===== src/rtl/load_store_unit_l8_pkg.sv =====
// Shared micro-op encodings and decode helpers for the load-store unit
// and the processor-level tests.
package load_store_unit_l8_pkg;

    typedef enum logic [3:0] {
        UOP_NOP = 4'd0,
        UOP_LB  = 4'd1,
        UOP_LH  = 4'd2,
        UOP_LW  = 4'd3,
        UOP_LBU = 4'd4,
        UOP_LHU = 4'd5,
        UOP_SB  = 4'd6,
        UOP_SH  = 4'd7,
        UOP_SW  = 4'd8,
        UOP_ALU = 4'd9
    } rv_uop_e;

    typedef enum logic {
        MEM_READ  = 1'b0,
        MEM_WRITE = 1'b1
    } mem_op_e;

    localparam logic [1:0] SIZE_B = 2'd0;
    localparam logic [1:0] SIZE_H = 2'd1;
    localparam logic [1:0] SIZE_W = 2'd2;

    function automatic logic is_load(input rv_uop_e uop);
        return (uop == UOP_LB) || (uop == UOP_LH) || (uop == UOP_LW) ||
               (uop == UOP_LBU) || (uop == UOP_LHU);
    endfunction

    function automatic logic is_store(input rv_uop_e uop);
        return (uop == UOP_SB) || (uop == UOP_SH) || (uop == UOP_SW);
    endfunction

    function automatic logic [1:0] mem_size(input rv_uop_e uop);
        case (uop)
            UOP_LB, UOP_LBU, UOP_SB: return SIZE_B;
            UOP_LH, UOP_LHU, UOP_SH: return SIZE_H;
            default:                 return SIZE_W;
        endcase
    endfunction

endpackage


===== src/rtl/load_store_unit_l8_align.sv =====
// Combinational lane logic: request offset alignment, store strobe/data
// insertion, and load extraction with sign or zero extension.
module load_store_unit_l8_align
    import load_store_unit_l8_pkg::*;
(
    input  rv_uop_e     req_uop,
    input  logic [1:0]  req_off,
    input  logic [31:0] req_data,
    output logic [1:0]  req_off_aligned,
    output logic [3:0]  req_strb,
    output logic [31:0] req_wdata,
    input  rv_uop_e     ld_uop,
    input  logic [1:0]  ld_off,
    input  logic [31:0] ld_data,
    output logic [31:0] ld_result
);

    logic [31:0] ld_shifted;

    // Misaligned halves/words are silently pulled down to their natural boundary.
    always_comb begin
        req_off_aligned = req_off;
        req_strb        = 4'b1111;
        req_wdata       = req_data;
        case (mem_size(req_uop))
            SIZE_B: begin
                if (is_store(req_uop)) begin
                    req_strb  = 4'b0001 << req_off;
                    req_wdata = {4{req_data[7:0]}};
                end
            end
            SIZE_H: begin
                req_off_aligned = {req_off[1], 1'b0};
                if (is_store(req_uop)) begin
                    req_strb  = 4'b0011 << {req_off[1], 1'b0};
                    req_wdata = {2{req_data[15:0]}};
                end
            end
            default: begin
                req_off_aligned = 2'b00;
            end
        endcase
    end

    always_comb begin
        ld_shifted = ld_data >> {ld_off, 3'b000};
        case (ld_uop)
            UOP_LB:  ld_result = {{24{ld_shifted[7]}}, ld_shifted[7:0]};
            UOP_LBU: ld_result = {24'h0, ld_shifted[7:0]};
            UOP_LH:  ld_result = {{16{ld_shifted[15]}}, ld_shifted[15:0]};
            UOP_LHU: ld_result = {16'h0, ld_shifted[15:0]};
            default: ld_result = ld_shifted;
        endcase
    end

endmodule


===== src/rtl/load_store_unit_l8.sv =====
// Execute-stage load-store unit: issues memory requests, tracks up to p_depth
// in-flight ops in a circular buffer and retires them strictly in issue order.
module load_store_unit_l8
    import load_store_unit_l8_pkg::*;
#(
    parameter int p_seq_num_bits = 5,
    parameter int p_opaq_bits    = 8,
    parameter int p_depth        = 4
) (
    input  logic                      clk,
    input  logic                      rst,

    input  logic                      d_val,
    output logic                      d_rdy,
    input  logic [31:0]               d_pc,
    input  logic [p_seq_num_bits-1:0] d_seq_num,
    input  logic [31:0]               d_op1,
    input  logic [31:0]               d_op2,
    input  logic [4:0]                d_waddr,
    input  rv_uop_e                   d_uop,
    input  logic [31:0]               d_mem_data,

    output logic                      w_val,
    input  logic                      w_rdy,
    output logic [31:0]               w_pc,
    output logic [p_seq_num_bits-1:0] w_seq_num,
    output logic [4:0]                w_waddr,
    output logic [31:0]               w_wdata,
    output logic                      w_wen,

    output logic                      mem_req_val,
    input  logic                      mem_req_rdy,
    output mem_op_e                   mem_req_op,
    output logic [p_opaq_bits-1:0]    mem_req_opaque,
    output logic [31:0]               mem_req_addr,
    output logic [3:0]                mem_req_strb,
    output logic [31:0]               mem_req_data,

    input  logic                      mem_resp_val,
    output logic                      mem_resp_rdy,
    input  mem_op_e                   mem_resp_op,
    input  logic [p_opaq_bits-1:0]    mem_resp_opaque,
    input  logic [31:0]               mem_resp_addr,
    input  logic [3:0]                mem_resp_strb,
    input  logic [31:0]               mem_resp_data
);

    localparam int IDX_W = $clog2(p_depth);
    localparam int CNT_W = $clog2(p_depth + 1);

    typedef struct packed {
        logic                      valid;
        logic                      done;
        logic [31:0]               pc;
        logic [p_seq_num_bits-1:0] seq_num;
        logic [4:0]                waddr;
        rv_uop_e                   uop;
        logic [1:0]                off;
        logic [31:0]               data;
    } entry_t;

    entry_t           entries [p_depth];
    logic [IDX_W-1:0] head;
    logic [IDX_W-1:0] tail;
    logic [CNT_W-1:0] count;

    logic             full;
    logic             accept;
    logic             retire;
    logic [31:0]      ea;
    logic [1:0]       off_aligned;
    logic [IDX_W-1:0] resp_idx;
    logic [31:0]      ld_result;
    entry_t           head_e;
    logic             unused_resp;

    assign ea       = d_op1 + d_op2;
    assign full     = (count == CNT_W'(p_depth));
    assign d_rdy    = !full && mem_req_rdy;
    assign resp_idx = mem_resp_opaque[IDX_W-1:0];
    assign head_e   = entries[head];

    // Non-memory uops see d_rdy but never allocate or issue.
    assign mem_req_val    = d_val && !full && (is_load(d_uop) || is_store(d_uop));
    assign accept         = mem_req_val && mem_req_rdy;
    assign mem_req_op     = is_store(d_uop) ? MEM_WRITE : MEM_READ;
    assign mem_req_opaque = p_opaq_bits'(tail);
    assign mem_req_addr   = {ea[31:2], 2'b00};
    assign mem_resp_rdy   = 1'b1;

    assign unused_resp = ^{mem_resp_op, mem_resp_addr, mem_resp_strb, mem_resp_opaque};

    load_store_unit_l8_align u_align (
        .req_uop         (d_uop),
        .req_off         (ea[1:0]),
        .req_data        (d_mem_data),
        .req_off_aligned (off_aligned),
        .req_strb        (mem_req_strb),
        .req_wdata       (mem_req_data),
        .ld_uop          (head_e.uop),
        .ld_off          (head_e.off),
        .ld_data         (head_e.data),
        .ld_result       (ld_result)
    );

    assign w_val     = head_e.valid && head_e.done;
    assign retire    = w_val && w_rdy;
    assign w_pc      = head_e.pc;
    assign w_seq_num = head_e.seq_num;
    assign w_wen     = is_load(head_e.uop);
    assign w_waddr   = is_load(head_e.uop) ? head_e.waddr : 5'd0;
    assign w_wdata   = is_load(head_e.uop) ? ld_result : 32'd0;

    always_ff @(posedge clk or negedge rst) begin
        if (!rst) begin
            head  <= '0;
            tail  <= '0;
            count <= '0;
            for (int i = 0; i < p_depth; i++) begin
                entries[i] <= '0;
            end
        end else begin
            // Stale or duplicate responses fall through with no effect.
            if (mem_resp_val && entries[resp_idx].valid && !entries[resp_idx].done) begin
                entries[resp_idx].done <= 1'b1;
                entries[resp_idx].data <= mem_resp_data;
            end
            if (retire) begin
                entries[head].valid <= 1'b0;
                head                <= head + IDX_W'(1);
            end
            if (accept) begin
                entries[tail] <= '{valid:   1'b1,
                                   done:    1'b0,
                                   pc:      d_pc,
                                   seq_num: d_seq_num,
                                   waddr:   d_waddr,
                                   uop:     d_uop,
                                   off:     off_aligned,
                                   data:    32'd0};
                tail          <= tail + IDX_W'(1);
            end
            case ({accept, retire})
                2'b10:   count <= count + CNT_W'(1);
                2'b01:   count <= count - CNT_W'(1);
                default: count <= count;
            endcase
        end
    end

    function automatic string trace(input int level);
        if (level > 0) begin
            return $sformatf("h=%0d t=%0d c=%0d uop=%s", head, tail, count,
                             accept ? d_uop.name() : "-");
        end
        return $sformatf("h=%0d t=%0d c=%0d", head, tail, count);
    endfunction

endmodule


===== config.mk =====
export PLATFORM = sky130hd
export DESIGN_NAME = load_store_unit_l8
export DESIGN_NICKNAME = d
export VERILOG_FILES = /design/src/rtl/load_store_unit_l8_pkg.sv /design/src/rtl/load_store_unit_l8_align.sv /design/src/rtl/load_store_unit_l8.sv
export SDC_FILE = /design/constraint.sdc
export NUM_CORES = 1
export LEC_CHECK = 0
export CAP_MARGIN = 20
export CORE_AREA = 2 2 232 188
export DETAILED_ROUTE_END_ITERATION = 10
export DIE_AREA = 0 0 234 190
export GPL_TIMING_DRIVEN = 0
export PLACE_DENSITY = 0.68
export SKIP_CTS_REPAIR_TIMING = 1
export SYNTH_ARGS = -nofsm -noshare
export SYNTH_HDL_FRONTEND = slang
export SYNTH_HIERARCHICAL = 1
export SYNTH_SLANG_ARGS = --single-unit

===== constraint.sdc =====
create_clock -name clk -period 10.31 [get_ports clk]
set_clock_uncertainty 0.15 [all_clocks]
set_input_delay 1.5465 -clock clk [delete_from_list [all_inputs] [get_ports clk]]
set_output_delay 1.5465 -clock clk [all_outputs]
set_load 0.05 [all_outputs]

==> impl_metrics.py, run 1 <==
metrics = {
    "setup_path": {
        "worst-setup-path-type": "in -> out",
        "critPathLaunch": "d_op1[0]",
        "cp-endpoint": "mem_req_addr[28]",
        "worst_r2r_endpoint": "count[2]$_DFFE_PN0P_",
        "r2r_start": "head[0]$_DFFE_PN0P_",
        "r2r_cells": 12,
        "endpoint_kind": "output pin",
        "cp.required_ns": 8.61,
        "start_kind": "input port",
        "ff2ff_setup_slack_ns": 6.96,
        "worstPathArrival_ns": 5.62,
        "path_max_fanout": 5,
    },
    "synth": {
        "async_flop_share_pct": 100,
        "synth_top_family_by_area": "simple AND/OR/NAND/NOR gates",
        "synth_compound_area_share_pct": 9.31,
        "synth-xor-area-share_pct": 1.77,
        "synth_edf_count": 0,
        "synth_cell_types": 65,
        "synthMuxAreaShare_pct": 11.5,
        "synth-main-ff-cell": "dfrtp_1",
        "ys_warn_count": 6,
        "synth_area_sq_um": 18800,
        "ys_ff_latch": 335,
        "synth_sequential_area_ratio_pct": 44.7,
        "synth-simple-area-share_pct": 22.8,
        "syn_area_per_cell_sq_um": 8.90,
        "syn_inst": 2107,
        "synth-adder-area-share_pct": 2.88,
    },
    "power_and_ir_drop": {
        "p_int_mw": 4.49,
        "swShare_pct": 44.0,
        "p_comb_share_pct": 55.5,
        "power.switching_mw": 3.52,
        "seqPwrFrac_pct": 27.6,
        "p_per_area_nw_per_um2": 333,
        "leakagePower_nw": 11.1,
        "peakVddDrop_mv": 0.353,
        "p_total_mw": 8.01,
        "p_clk_share_pct": 16.9,
    },
    "detailed_routing": {
        "wl_mm": 64.1,
        "drt_iter0_markers": 1642,
        "remaining_drc_errors": 0,
        "post_drt_wl_per_cell_um": 20.9,
        "ant_nets": 0,
        "via_per_inst": 5.50,
        "dr.pass1.iters": 7,
        "vias": 16900,
    },
    "sta": {
        "finalCritPeriodShare_pct": 71.0,
        "fin_ws_ns": 2.99,
        "period_minus_slack_ns": 7.32,
        "slew_violations": 0,
        "final-hold-violation-count": 0,
        "finalSetupViolations": 0,
        "finalSetupTns_ns": 0,
        "fmax_mhz": 137,
        "rsz0062_at_grt": "false",
        "tightestPinTransition_ns": 1.03,
        "relSlewSlack_pct": 31.1,
    },
    "clock_network": {
        "clock_path_buffers": 3,
        "clock_latency_ns": 0.53,
        "htreeDepth": 2,
        "cts_tree": "built",
        "cts.sinks": 335,
        "cts_made_buffers": 36,
        "cts_root_buf": "clkbuf_16",
        "path_clk_slew_ns": 0.06,
    },
    "global_route": {
        "grt_pass1_vias": 16600,
        "grt_pass1_wl_mm": 97.7,
        "grt_usage_pct": 28.8,
        "antenna_found_initial": 4,
        "grt_max_degree": 130,
        "overflow": 0,
    },
    "finish": {
        "fin_nets": 2750,
        "nFillCells": 3749,
        "regArea_sq_um": 8380,
        "fin_util_pct": 56.7,
        "multi_input_area_sq_um": 9080,
        "area_delta_synth_final_pct": 28.4,
        "stdcell_count": 3072,
        "drive_gt1_share_pct": 11.4,
    },
    "worst_hold_path": {
        "hold_class": "reg -> reg",
        "min-delay-start": "entries[152]$_DFFE_PN0P_",
        "worstHoldPathCells": 2,
    },
    "floorplanning": {
        "fp.dieW_um": 234,
        "initial_core_util_pct": 44.2,
        "boundaryPins": 381,
        "die_area_sq_um": 44500,
        "coreArea_sq_um": 42500,
        "core.rowCount": 68,
        "die_y_um": 190,
    },
    "placed_design": {
        "io_buffers": 328,
        "post-place-ws_ns": 3.05,
        "finalWeightedCongestion": 0.902,
        "hpwlAfterDp_mm": 46.0,
        "dp.cells": 3005,
    },
    "run_status": {
        "status": "complete, no violations",
    },
    "run": {
        "cap_viol_max_count": 0,
    },
}
area by class of cell:
class | count | area share, %
Clock inverter | 17 | 0.935
Clock buffer | 48 | 4.14
Inverter | 15 | 0.234
Tap cell | 560 | 2.91
Timing Repair Buffer | 331 | 14.0
Sequential cell | 335 | 34.8
Multi-Input combinational cell | 1544 | 37.7
Antenna cell | 2 | 0.0208
Buffer | 220 | 5.23
worst min-delay path by stage:
stage	endpoint	slack, ns
after floorplan	entries[116]$_DFFE_PN0P_	0.29
after CTS	entries[49]$_DFFE_PN0P_	0.32
after global placement	entries[143]$_DFFE_PN0P_	0.30
final	entries[152]$_DFFE_PN0P_	0.32
after global routing	entries[49]$_DFFE_PN0P_	0.34
after detailed placement	entries[49]$_DFFE_PN0P_	0.31
power groups by stage:
stage | clock (mW) | sequential, mW | combinational (mW)
2_1_floorplan | 0 | 2.13 | 3.10
5_1_grt | 1.42 | 2.27 | 4.74
4_1_cts | 1.37 | 2.20 | 4.43
3_5_place_dp | 0 | 2.22 | 4.41
6_report | 1.36 | 2.21 | 4.44
3_3_place_gp | 0 | 2.20 | 4.35
cell families after synthesis:
group	Yosys count
compound gates	289
xor+xnor	38
fa+ha+maj	42
buf+inv	235
flops	335
mux	113
other cells	2
simple gates	1053
flip-flops by register name, indices dropped and copies added, names as in the netlist:
name / count
count: 3
entries: 328
head: 2
tail: 2
metrics by stage:
| step | hold slack (ns) | instance area [sq um] |
|---|---|---|
| floorplan | 0.290 | 18800 |
| global placement | 0.301 | 22800 |
| detailed placement | 0.308 | 22900 |
| CTS | 0.322 | 24100 |
| global route | 0.344 | 24100 |
| finish | 0.319 | 24100 |
layer usage:
| metal | up-vias | GRT usage, % | routed length (um) |
|---|---|---|---|
| li1 | 7667 | - | - |
| met1 | 8217 | 40.9 | 26700 |
| met2 | 872 | 44.2 | 29000 |
| met3 | 138 | 6.01 | 6440 |
| met4 | 4 | 9.27 | 1910 |
| met5 | - | 0 | 27 |
layout by cell type, fill, tap and decap left out, types with 5 or more instances in the layout:
cell type,count
clkbuf_16,37
buf_6,5
nand3_1,7
a2bb2oi_1,7
ha_1,40
dfrtp_1,335
buf_1,5
a31oi_1,8
o2111ai_1,7
nor3b_1,5
clkbuf_1,96
a211oi_1,12
inv_1,15
o21a_1,7
mux2_2,8
and2_1,43
and3_1,12
nor3_1,5
mux4_2,81
bufinv_16,5
xnor2_1,27
conb_1,9
xor2_1,11
a21oi_1,158
nor2b_1,15
a21o_1,12
nand2_1,902
nor2_1,36
clkinv_2,7
clkdlybuf4s50_1,327
mux2i_1,24
o221ai_1,8
o211ai_1,14
buf_4,97
buf_2,25
o21ai_0,31
nand2b_1,6
synthesized netlist by cell type, types with 3 or more instances:
cell type,n,share of area [%]
nand2_1,902,18
dfrtp_1,335,45
a21oi_1,158,4.2
buf_4,97,3.9
clkbuf_1,88,1.8
mux4_2,81,9.7
and2_1,43,1.4
ha_1,40,2.7
nor2_1,36,0.72
o21ai_0,31,0.83
xnor2_1,27,1.3
buf_2,25,0.67
mux2i_1,24,1.3
inv_1,15,0.30
nor2b_1,15,0.50
o211ai_1,14,0.56
a211oi_1,12,0.48
a21o_1,12,0.48
and3_1,12,0.40
xor2_1,11,0.51
a31oi_1,8,0.27
mux2_2,8,0.48
o221ai_1,8,0.37
a2bb2oi_1,7,0.33
nand3_1,7,0.19
o2111ai_1,7,0.33
o21a_1,7,0.28
nand2b_1,6,0.20
buf_1,5,0.10
buf_6,5,0.30
nor3_1,5,0.13
nor3b_1,5,0.20
o21ai_1,4,0.11
a21boi_0,3,0.12
and4_1,3,0.14
nand4_1,3,0.10
or2_2,3,0.10
critical path, cell delays in order:
cell	delay, ns
clkdlybuf4s50_1	0.47
ha_1	0.46
inv_1	0.11
fa_1	0.41
nand2b_1	0.18
a21o_1	0.19
a21oi_1	0.19
o2111ai_1	0.18
a21boi_1	0.52
a311oi_1	0.21
xnor2_1	0.21
buf_4	0.14
clkdlybuf4s50_1	0.81
Note: power is estimated with default switching activity, not from simulation.
==> run 2: changes to the inputs <==
==> constraint.sdc (replaced) <==
create_clock -name clk -period 7.6 [get_ports clk]
set_clock_uncertainty 0.15 [all_clocks]
set_input_delay 1.14 -clock clk [delete_from_list [all_inputs] [get_ports clk]]
set_output_delay 1.14 -clock clk [all_outputs]
set_load 0.05 [all_outputs]
==> results of run 2 <==
Same layout as run 1 (identical final DEF). Status: complete, no violations.
Among the figures that moved: setup slack after placement 3.05 ns -> 1.15 ns; setup slack after layout 2.99 ns -> 0.899 ns; start point of the critical path d_op1[0] -> head[1]$_DFFE_PN0P_; end point of the critical path mem_req_addr[28] -> w_wdata[1]; register-to-register setup slack 6.96 ns -> 4.25 ns; total power 8.01 mW -> 10.9 mW; worst IR drop on VDD 0.353 mV -> 0.479 mV
==> run 3: changes to the inputs <==
--- a/config.mk
+++ b/config.mk
@@ -6,13 +6,12 @@
 export NUM_CORES = 1
 export LEC_CHECK = 0
 export CAP_MARGIN = 20
-export CORE_AREA = 2 2 232 188
+export CORE_AREA = 2 2 227 184
 export DETAILED_ROUTE_END_ITERATION = 10
-export DIE_AREA = 0 0 234 190
+export DIE_AREA = 0 0 229 186
 export GPL_TIMING_DRIVEN = 0
 export PLACE_DENSITY = 0.68
 export SKIP_CTS_REPAIR_TIMING = 1
 export SYNTH_ARGS = -nofsm -noshare
 export SYNTH_HDL_FRONTEND = slang
-export SYNTH_HIERARCHICAL = 1
 export SYNTH_SLANG_ARGS = --single-unit
==> impl_metrics.py, run 3 <==
metrics = {
    "synth": {
        "synth_area_leader_cell": "dfrtp_1",
        "synth-main-ff-cell": "dfrtp_1",
        "yosysTopAreaCellShare_pct": 46.6,
        "synthMostInstantiatedCell": "nand2_1",
        "synth_area_sq_um": 18000,
        "synth_top_cells_by_count": "nand2_1, dfrtp_1, a21oi_1",
        "ys_ff_latch": 335,
        "async_flop_share_pct": 100,
        "syn_area_per_cell_sq_um": 8.81,
        "synth_sequential_area_ratio_pct": 46.6,
        "synth_cell_types": 60,
        "ys_warn_count": 0,
        "syn_inst": 2040,
        "synth_edf_count": 0,
        "synthTopCellsByArea": "dfrtp_1, nand2_1, mux4_2",
    },
    "worst_hold_path": {
        "hold_class": "reg -> reg",
    },
    "sta": {
        "finalSetupTns_ns": 0,
        "hold_ws_ns": 0.318,
        "relSlewSlack_pct": 28.8,
        "slew_violations": 0,
        "finalSetupViolations": 0,
        "finalCritPeriodShare_pct": 82.5,
        "tightestPinTransition_ns": 1.06,
        "period_minus_slack_ns": 6.27,
        "fmax_mhz": 159,
        "rsz0062_at_grt": "false",
        "final-hold-violation-count": 0,
    },
    "global_route": {
        "overflow": 0,
        "grt_pass1_wl_mm": 99.7,
        "grt_max_degree": 113,
        "grt.busiest_layer": "met2",
        "use_met3_pct": 7.29,
        "antenna_found_initial": 0,
        "grt_pass1_vias": 17200,
        "grt_usage_pct": 30.9,
        "use_met1_pct": 39.8,
        "met2_usage_pct": 50.8,
    },
    "setup_path": {
        "worst-setup-path-type": "in -> out",
        "worstPathArrival_ns": 4.98,
        "endpoint_kind": "output pin",
        "start_kind": "input port",
        "path_max_fanout": 5,
        "cp_slowest_cell": "clkdlybuf4s50_1",
        "cp.required_ns": 6.31,
        "cpPeakStageDelay_ns": 0.83,
        "path_buf_inv": 2,
        "crit_chain": "clkdlybuf4s50_1 -> ha_1 -> fa_1 -> a21oi_1 -> o22ai_1 -> a41o_1 -> a32o_1 -> a41o_1 -> a211oi_1 -> xnor2_1 -> clkdlybuf4s50_1",
        "cp_top_family": "compound AO/OA/AOI/OAI gates",
    },
    "placed_design": {
        "hpwlAfterDp_mm": 48.1,
        "io_buffers": 324,
        "finalWeightedCongestion": 0.963,
        "detailed_place.area_sq_um": 22000,
        "dp.cells": 2918,
    },
    "finish": {
        "largest_reg_flops": 328,
        "nFillCells": 3574,
        "antennaDiodeCount": 0,
        "stdcell_count": 2984,
        "fin_util_pct": 57.8,
        "regMostFlops": "entries",
        "largestRegisters": "entries x328, count x3",
        "layout_commonest_cell": "nand2_1",
        "area_delta_synth_final_pct": 29.6,
        "fin_nets": 2680,
        "final_area_sq_um": 23300,
        "regArea_sq_um": 8380,
        "drive_gt1_share_pct": 8.98,
        "final_cell_mix": "nand2_1, dfrtp_1, clkdlybuf4s50_1",
        "multi_input_area_sq_um": 8850,
    },
    "detailed_routing": {
        "wl_mm": 66.3,
        "via_per_inst": 5.70,
        "vias": 17000,
        "ant_nets": 0,
        "dr.pass1.iters": 5,
        "post_drt_wl_per_cell_um": 22.2,
        "drt_iter0_markers": 1815,
        "remaining_drc_errors": 0,
    },
    "clock_network": {
        "cts_tree": "built",
        "cts_made_buffers": 37,
        "path_clk_slew_ns": 0.06,
        "cts.sinks": 335,
        "cts_root_buf": "clkbuf_16",
        "htreeDepth": 2,
        "clock_latency_ns": 0.53,
        "clock_path_buffers": 3,
    },
    "floorplanning": {
        "die_area_sq_um": 42600,
        "die_y_um": 186,
        "coreArea_sq_um": 40300,
        "fp.dieW_um": 229,
        "initial_core_util_pct": 44.6,
        "core.rowCount": 66,
        "boundaryPins": 381,
    },
    "run_status": {
        "status": "complete, no violations",
    },
    "power_and_ir_drop": {
        "leakagePower_nw": 10.8,
        "p_per_area_nw_per_um2": 480,
        "peakVddDrop_mv": 0.509,
    },
    "run": {
        "cap_viol_max_count": 0,
    },
}
-- run 3: report_power, final --
group	total (mW)	leakage (nW)	internal (mW)	switching [mW]
clock network	1.89	0.627	1.16	0.736
registers	3.03	4.31	2.58	0.452
logic	6.27	5.84	2.27	4.00
-- run 3: worst register-to-register path, stage by stage (launching register included) --
cell and delay, ns:
dfrtp_1 0.44, buf_2 0.36, buf_2 0.45, buf_2 0.45, a311oi_1 0.09, a21oi_1 0.32, and2_1 0.27, buf_2 0.23
ha_1 0.21, inv_1 0.06, fa_1 0.37, xor2_1 0.15, nor2_1 0.11, xor2_1 0.15
-- run 3: layer usage --
layer	vias up	part of all wire [%]
li1	7474	-
met1	8338	39
met2	1009	47
met3	173	10
met4	0	4.1
met5	-	0
-- run 3: cells by family (layout without fill, tap and decap cells) --
kind of cell / Yosys count / after routing / synth area share (%)
fa+ha+maj: 42 / 42 / 3.01
xor+xnor: 35 / 35 / 1.70
flops: 335 / 335 / 46.6
simple gates: 1048 / 1048 / 22.7
mux: 124 / 124 / 12.6
other cells: 2 / 9 / 0.0418
buf+inv: 170 / 563 / 4.30
compound gates: 284 / 284 / 8.96
-- run 3: final timing paths --
check,cells past startpoint,slack [ns],from,to
max,11,1.33,d_op1[0],mem_req_addr[28]
min,1,0.32,count[2]$_DFFE_PN0P_,count[2]$_DFFE_PN0P_
max reg2reg,13,3.72,head[1]$_DFFE_PN0P_,count[2]$_DFFE_PN0P_
min reg2reg,1,0.32,count[2]$_DFFE_PN0P_,count[2]$_DFFE_PN0P_
max in group asynchronous,2,6.00,rst,entries[258]$_DFF_PN0_
min in group asynchronous,1,0.36,rst,entries[233]$_DFFE_PN0P_
-- run 3: metrics by stage --
step	setup WS (ns)	power [mW]
after CTS	1.31	11.2
after detailed placement	1.33	9.25
final	1.33	11.2
after global placement	-9.18	9.12
after global routing	1.18	11.7
after floorplan	2.22	7.16
-- run 3: area by class of cell --
class                   count  area share, %
plain buffers             148           2.96
clock buffers              57           4.82
clock inverters             9          0.655
inverters                  22          0.354
multi-input cells        1542           38.0
flip-flops and latches    335           36.0
well taps                 544           2.92
repair buffers            327           14.3
==> patch 1 (config.mk and constraints of run 3) <==
The parameter `p_seq_num_bits` goes from 5 to 10.
--- a/src/rtl/load_store_unit_l8.sv
+++ b/src/rtl/load_store_unit_l8.sv
@@ -4,5 +4,5 @@
     import load_store_unit_l8_pkg::*;
 #(
-    parameter int p_seq_num_bits = 5,
+    parameter int p_seq_num_bits = 10,
     parameter int p_opaq_bits    = 8,
     parameter int p_depth        = 4
Ports: changed (resized d_seq_num and w_seq_num); port bits go from 381 to 391. The function was not compared with the original's and may differ.
==> patch 1 against run 3 <==
Clock power hardly changed; sequential cell count is 20 higher; critical path depth is 1 lower; wire length is 8.6% lower; setup slack better by 0.34 ns; first-iteration DRC count is 29% lower; final area is 5.4% higher; total power is 6.1% higher; area after synthesis is 6.3% higher; largest cell class unchanged.
==> patch 1: results (changes against run 3) <==
Setup path
  – CP arrival: 4.64 ns (was 4.98 ns)
  – Setup crit start: d_op1[12] (was d_op1[0])
  – CP peak stage delay: 0.85 ns (was 0.83 ns)
  – Crit-path max FO: 8 (was 5)
  – Worst path top cell family by delay: buffers and inverters (was compound AO/OA/AOI/OAI gates)
  – Worst Setup EP: mem_req_addr[20] (was mem_req_addr[28])
  – Worst reg-to-reg path cell count: 12 (was 13)

Yosys
  – Unique cell type count in the Yosys netlist: 67 (was 60)
  – Sequential fraction of the synthesis area: 0.465 (was 0.466)
  – Commonest cells post-synth: 355 x dfrtp_1, 346 x nand2_1, 216 x mux2_2 (was 926 x nand2_1, 335 x dfrtp_1, 186 x a21oi_1)
  – Synth top area cells: dfrtp_1 46%, mux2_2 13%, mux4_2 9.9%, nand2_1 6.8%, a21oi_1 5.2% (was dfrtp_1 47%, nand2_1 19%, mux4_2 9.9%, a21oi_1 5.2%, ha_1 2.8%)

Placement
  – DP Area: 0.0233 mm2 (was 0.0220 mm2)
  – Placer Congestion: 0.929 (was 0.963)
  – Setup WS pre-CTS: 1.61 ns (was 1.33 ns)
  – Port Buffer Count: 334 (was 324)
  – HPWL after DPL: 44100 um (was 48100 um)

Status
  – Status: completed (unchanged)

Pwr
  – LEAKAGE: 10.5 nW (was 10.8 nW)
  – Worst VDD drop: 0.526 mV (was 0.509 mV)
  – P_int: 6.58 mW (was 6.00 mW)

Final layout
  – Share of cells above drive strength 1: 0.220 (was 0.0898)
  – Filler cells: 3365 (was 3574)
  – Nets: 2377 (was 2680)
  – Largest regs: entries x348, count x3 (was entries x328, count x3)

Detailed routing
  – Vias/cell: 5.73 (was 5.70)
  – DR iter-0 viols: 1295 (was 1815)
  – DR WL/cell: 22.6 um (was 22.2 um)

Global routing
  – Largest net degree at the start of global routing: 112 (was 113)
  – First-pass GRT wire length: 91800 um (was 99700 um)
  – Initial antenna violation count: 4 (was 0)
  – Vias in the first global route: 15550 (was 17209)

Timing
  – Worst-Margin Slew: 0.947 ns (was 1.06 ns)

CTS
  – CTS Buf Count: 39 (was 37)
-- patch 1: cells by family (layout without fill, tap and decap cells) --
logic type               after synthesis  after routing  synth area share
flip-flops                           355            355             0.465
XOR/XNOR                              33             33            0.0151
adder cells (fa/ha/maj)               42             42            0.0283
buffers and inverters                154            558            0.0397
other                                  2             13          0.000393
multiplexers                         342            342             0.251
AND/OR/NAND/NOR                      498            498             0.113
AO/OA/AOI/OAI                        294            294            0.0884
-- patch 1: layout make-up --
cell class                 count  area, um2  share of cell area
multi-input combinational   1218       9500               0.387
sequential                   355       8880               0.362
timing repair buffer         337       3430               0.140
clock buffer                  60       1210              0.0492
buffer                       139        703              0.0286
tap                          544        681              0.0277
clock inverter                 7       78.8             0.00321
inverter                      15       56.3             0.00229
antenna                        4       10.0            0.000408
-- patch 1: power by group through the flow --
stage	clock network (mW)	registers, mW	logic, mW
after floorplan	0	3.08	4.73
after global placement	0	3.18	6.67
after detailed placement	0	3.23	6.76
after CTS	1.91	3.20	6.78
after global routing	2.00	3.30	7.13
final	1.89	3.21	6.77
-- patch 1: worst min-delay path by stage --
stage,to
after global placement,count[2]$_DFFE_PN0P_
after detailed placement,count[0]$_DFFE_PN0P_
after global routing,count[2]$_DFFE_PN0P_
after floorplan,count[2]$_DFFE_PN0P_
final,count[2]$_DFFE_PN0P_
after CTS,count[0]$_DFFE_PN0P_
-- patch 1: metal layers --
layer	global-route usage	wire length (um)	up-vias
li1	-	-	6847
met1	0.375	25300	7759
met2	0.459	28400	641
met3	0.0694	5070	104
met4	0.0927	1840	0
met5	0	0	-
-- patch 1: per-stage QoR --
step                hold slack [ns]  power (mW)  std cells
floorplan                     0.292        7.82       1727
global placement              0.306        9.85       2605
detailed placement            0.319        9.98       2608
CTS                           0.327        11.9       2675
global route                  0.344        12.4       2678
finish                        0.329        11.9       2679
==> patch 2 (config.mk and constraints of run 3) <==
Without the edit above. Make the reset (`rst`) synchronous in one clocked block.
--- a/src/rtl/load_store_unit_l8.sv
+++ b/src/rtl/load_store_unit_l8.sv
@@ -112,5 +112,5 @@
     assign w_wdata   = is_load(head_e.uop) ? ld_result : 32'd0;
 
-    always_ff @(posedge clk or negedge rst) begin
+    always_ff @(posedge clk) begin
         if (!rst) begin
             head  <= '0;
Function: differs if rst is asserted again (counterexample within 4 cycles, from zero or initial values and one cycle with rst low); with rst held inactive, the same outputs for 4 cycles.
==> patch 2 against run 3 <==
Area after synthesis is 5.6% lower; synthesized cell count is 31% lower; sequential cell count is 2 higher; count of clock-buffer cells in the layout is 3 lower; setup slack better by 0.043 ns; wire length is 21% lower; highest routed layer unchanged; final area is 4.3% lower; critical path type unchanged.
Power is not compared: it rests on default switching activity, and its combinational part moved more than twofold at a synthesized area within 25%.
==> patch 2: results (changes against run 3) <==
Yosys
  – Compound-Gate Fraction of Synth Area: 0.124 (was 0.0896)
  – Multiplexer share of the synthesized area: 0.133 (was 0.126)
  – Commonest cells post-synth: 192 x edfxtp_1, 145 x and3_1, 145 x dfxtp_1 (was 926 x nand2_1, 335 x dfrtp_1, 186 x a21oi_1)
  – Synth top area cells: edfxtp_1 34%, dfxtp_1 17%, mux4_2 11%, and3_1 5.3%, a22o_1 5.0% (was dfrtp_1 47%, nand2_1 19%, mux4_2 9.9%, a21oi_1 5.2%, ha_1 2.8%)
  – Synth async-reset ratio: 0 (was 1.00)
  – EDFF count, synth: 192 (was 0)
  – Unique cell type count in the Yosys netlist: 66 (was 60)
  – Avg Cell Area, Syn: 12.0 um2 (was 8.81 um2)

Detailed routing
  – Drt first pass iters: 6 (was 5)
  – Routed wire length: 52100 um (was 66300 um)
  – Routed met2 length: 25500 um (was 31000 um)

Placement
  – Setup WS pre-CTS: 1.38 ns (was 1.33 ns)
  – Placer Congestion: 0.924 (was 0.963)

Global routing
  – Met2 usage: 0.409 (was 0.508)
  – Initial antenna violation count: 1 (was 0)
  – First-pass GRT wire length: 78200 um (was 99700 um)

Worst hold path
  – Beginning of the worst hold path: entries[1][18]$_SDFFE_PN0P_ (was count[2]$_DFFE_PN0P_)
  – Worst Hold End: entries[1][18]$_SDFFE_PN0P_ (was count[2]$_DFFE_PN0P_)

Final layout
  – Post-Layout Inst Area: 0.0223 mm2 (was 0.0233 mm2)
  – Share of cells above drive strength 1: 0.141 (was 0.0898)

Pwr
  – Total power: 4.70 mW

Status
  – Status: completed (unchanged)

Setup path
  – R2R Path End: count[2]$_SDFFE_PN0P_ (was count[2]$_DFFE_PN0P_)
  – Crit-path max FO: 6 (was 5)

Timing
  – Hold WS: 0.320 ns (was 0.318 ns)
patch 2: layout make-up:
class                           count  share of cell area
Multi-Input combinational cell    938               0.342
Clock buffer                       54              0.0504
Tap cell                          544              0.0305
Timing Repair Buffer              328               0.150
Inverter                           22             0.00370
Clock inverter                     14             0.00572
Sequential cell                   337               0.389
Buffer                            125              0.0291
Antenna cell                        1            0.000112
patch 2: cell families (layout without fill, tap and decap cells):
family          Yosys count  count (layout)
fa+ha+maj                42              42
compound gates          288             288
mux                     124             124
buf+inv                 147             543
xor+xnor                 35              35
flops                   337             337
other cells               2              10
simple gates            440             440
patch 2: how the worst max path moves through the flow:
stage	to	slack (ns)
floorplan	entries[3][32]$_DFFE_PP_	1.41
global placement	entries[3][62]$_DFFE_PP_	-1.41
detailed placement	mem_req_addr[30]	1.38
CTS	mem_req_addr[30]	1.37
global route	mem_req_addr[30]	1.12
finish	mem_req_addr[30]	1.37
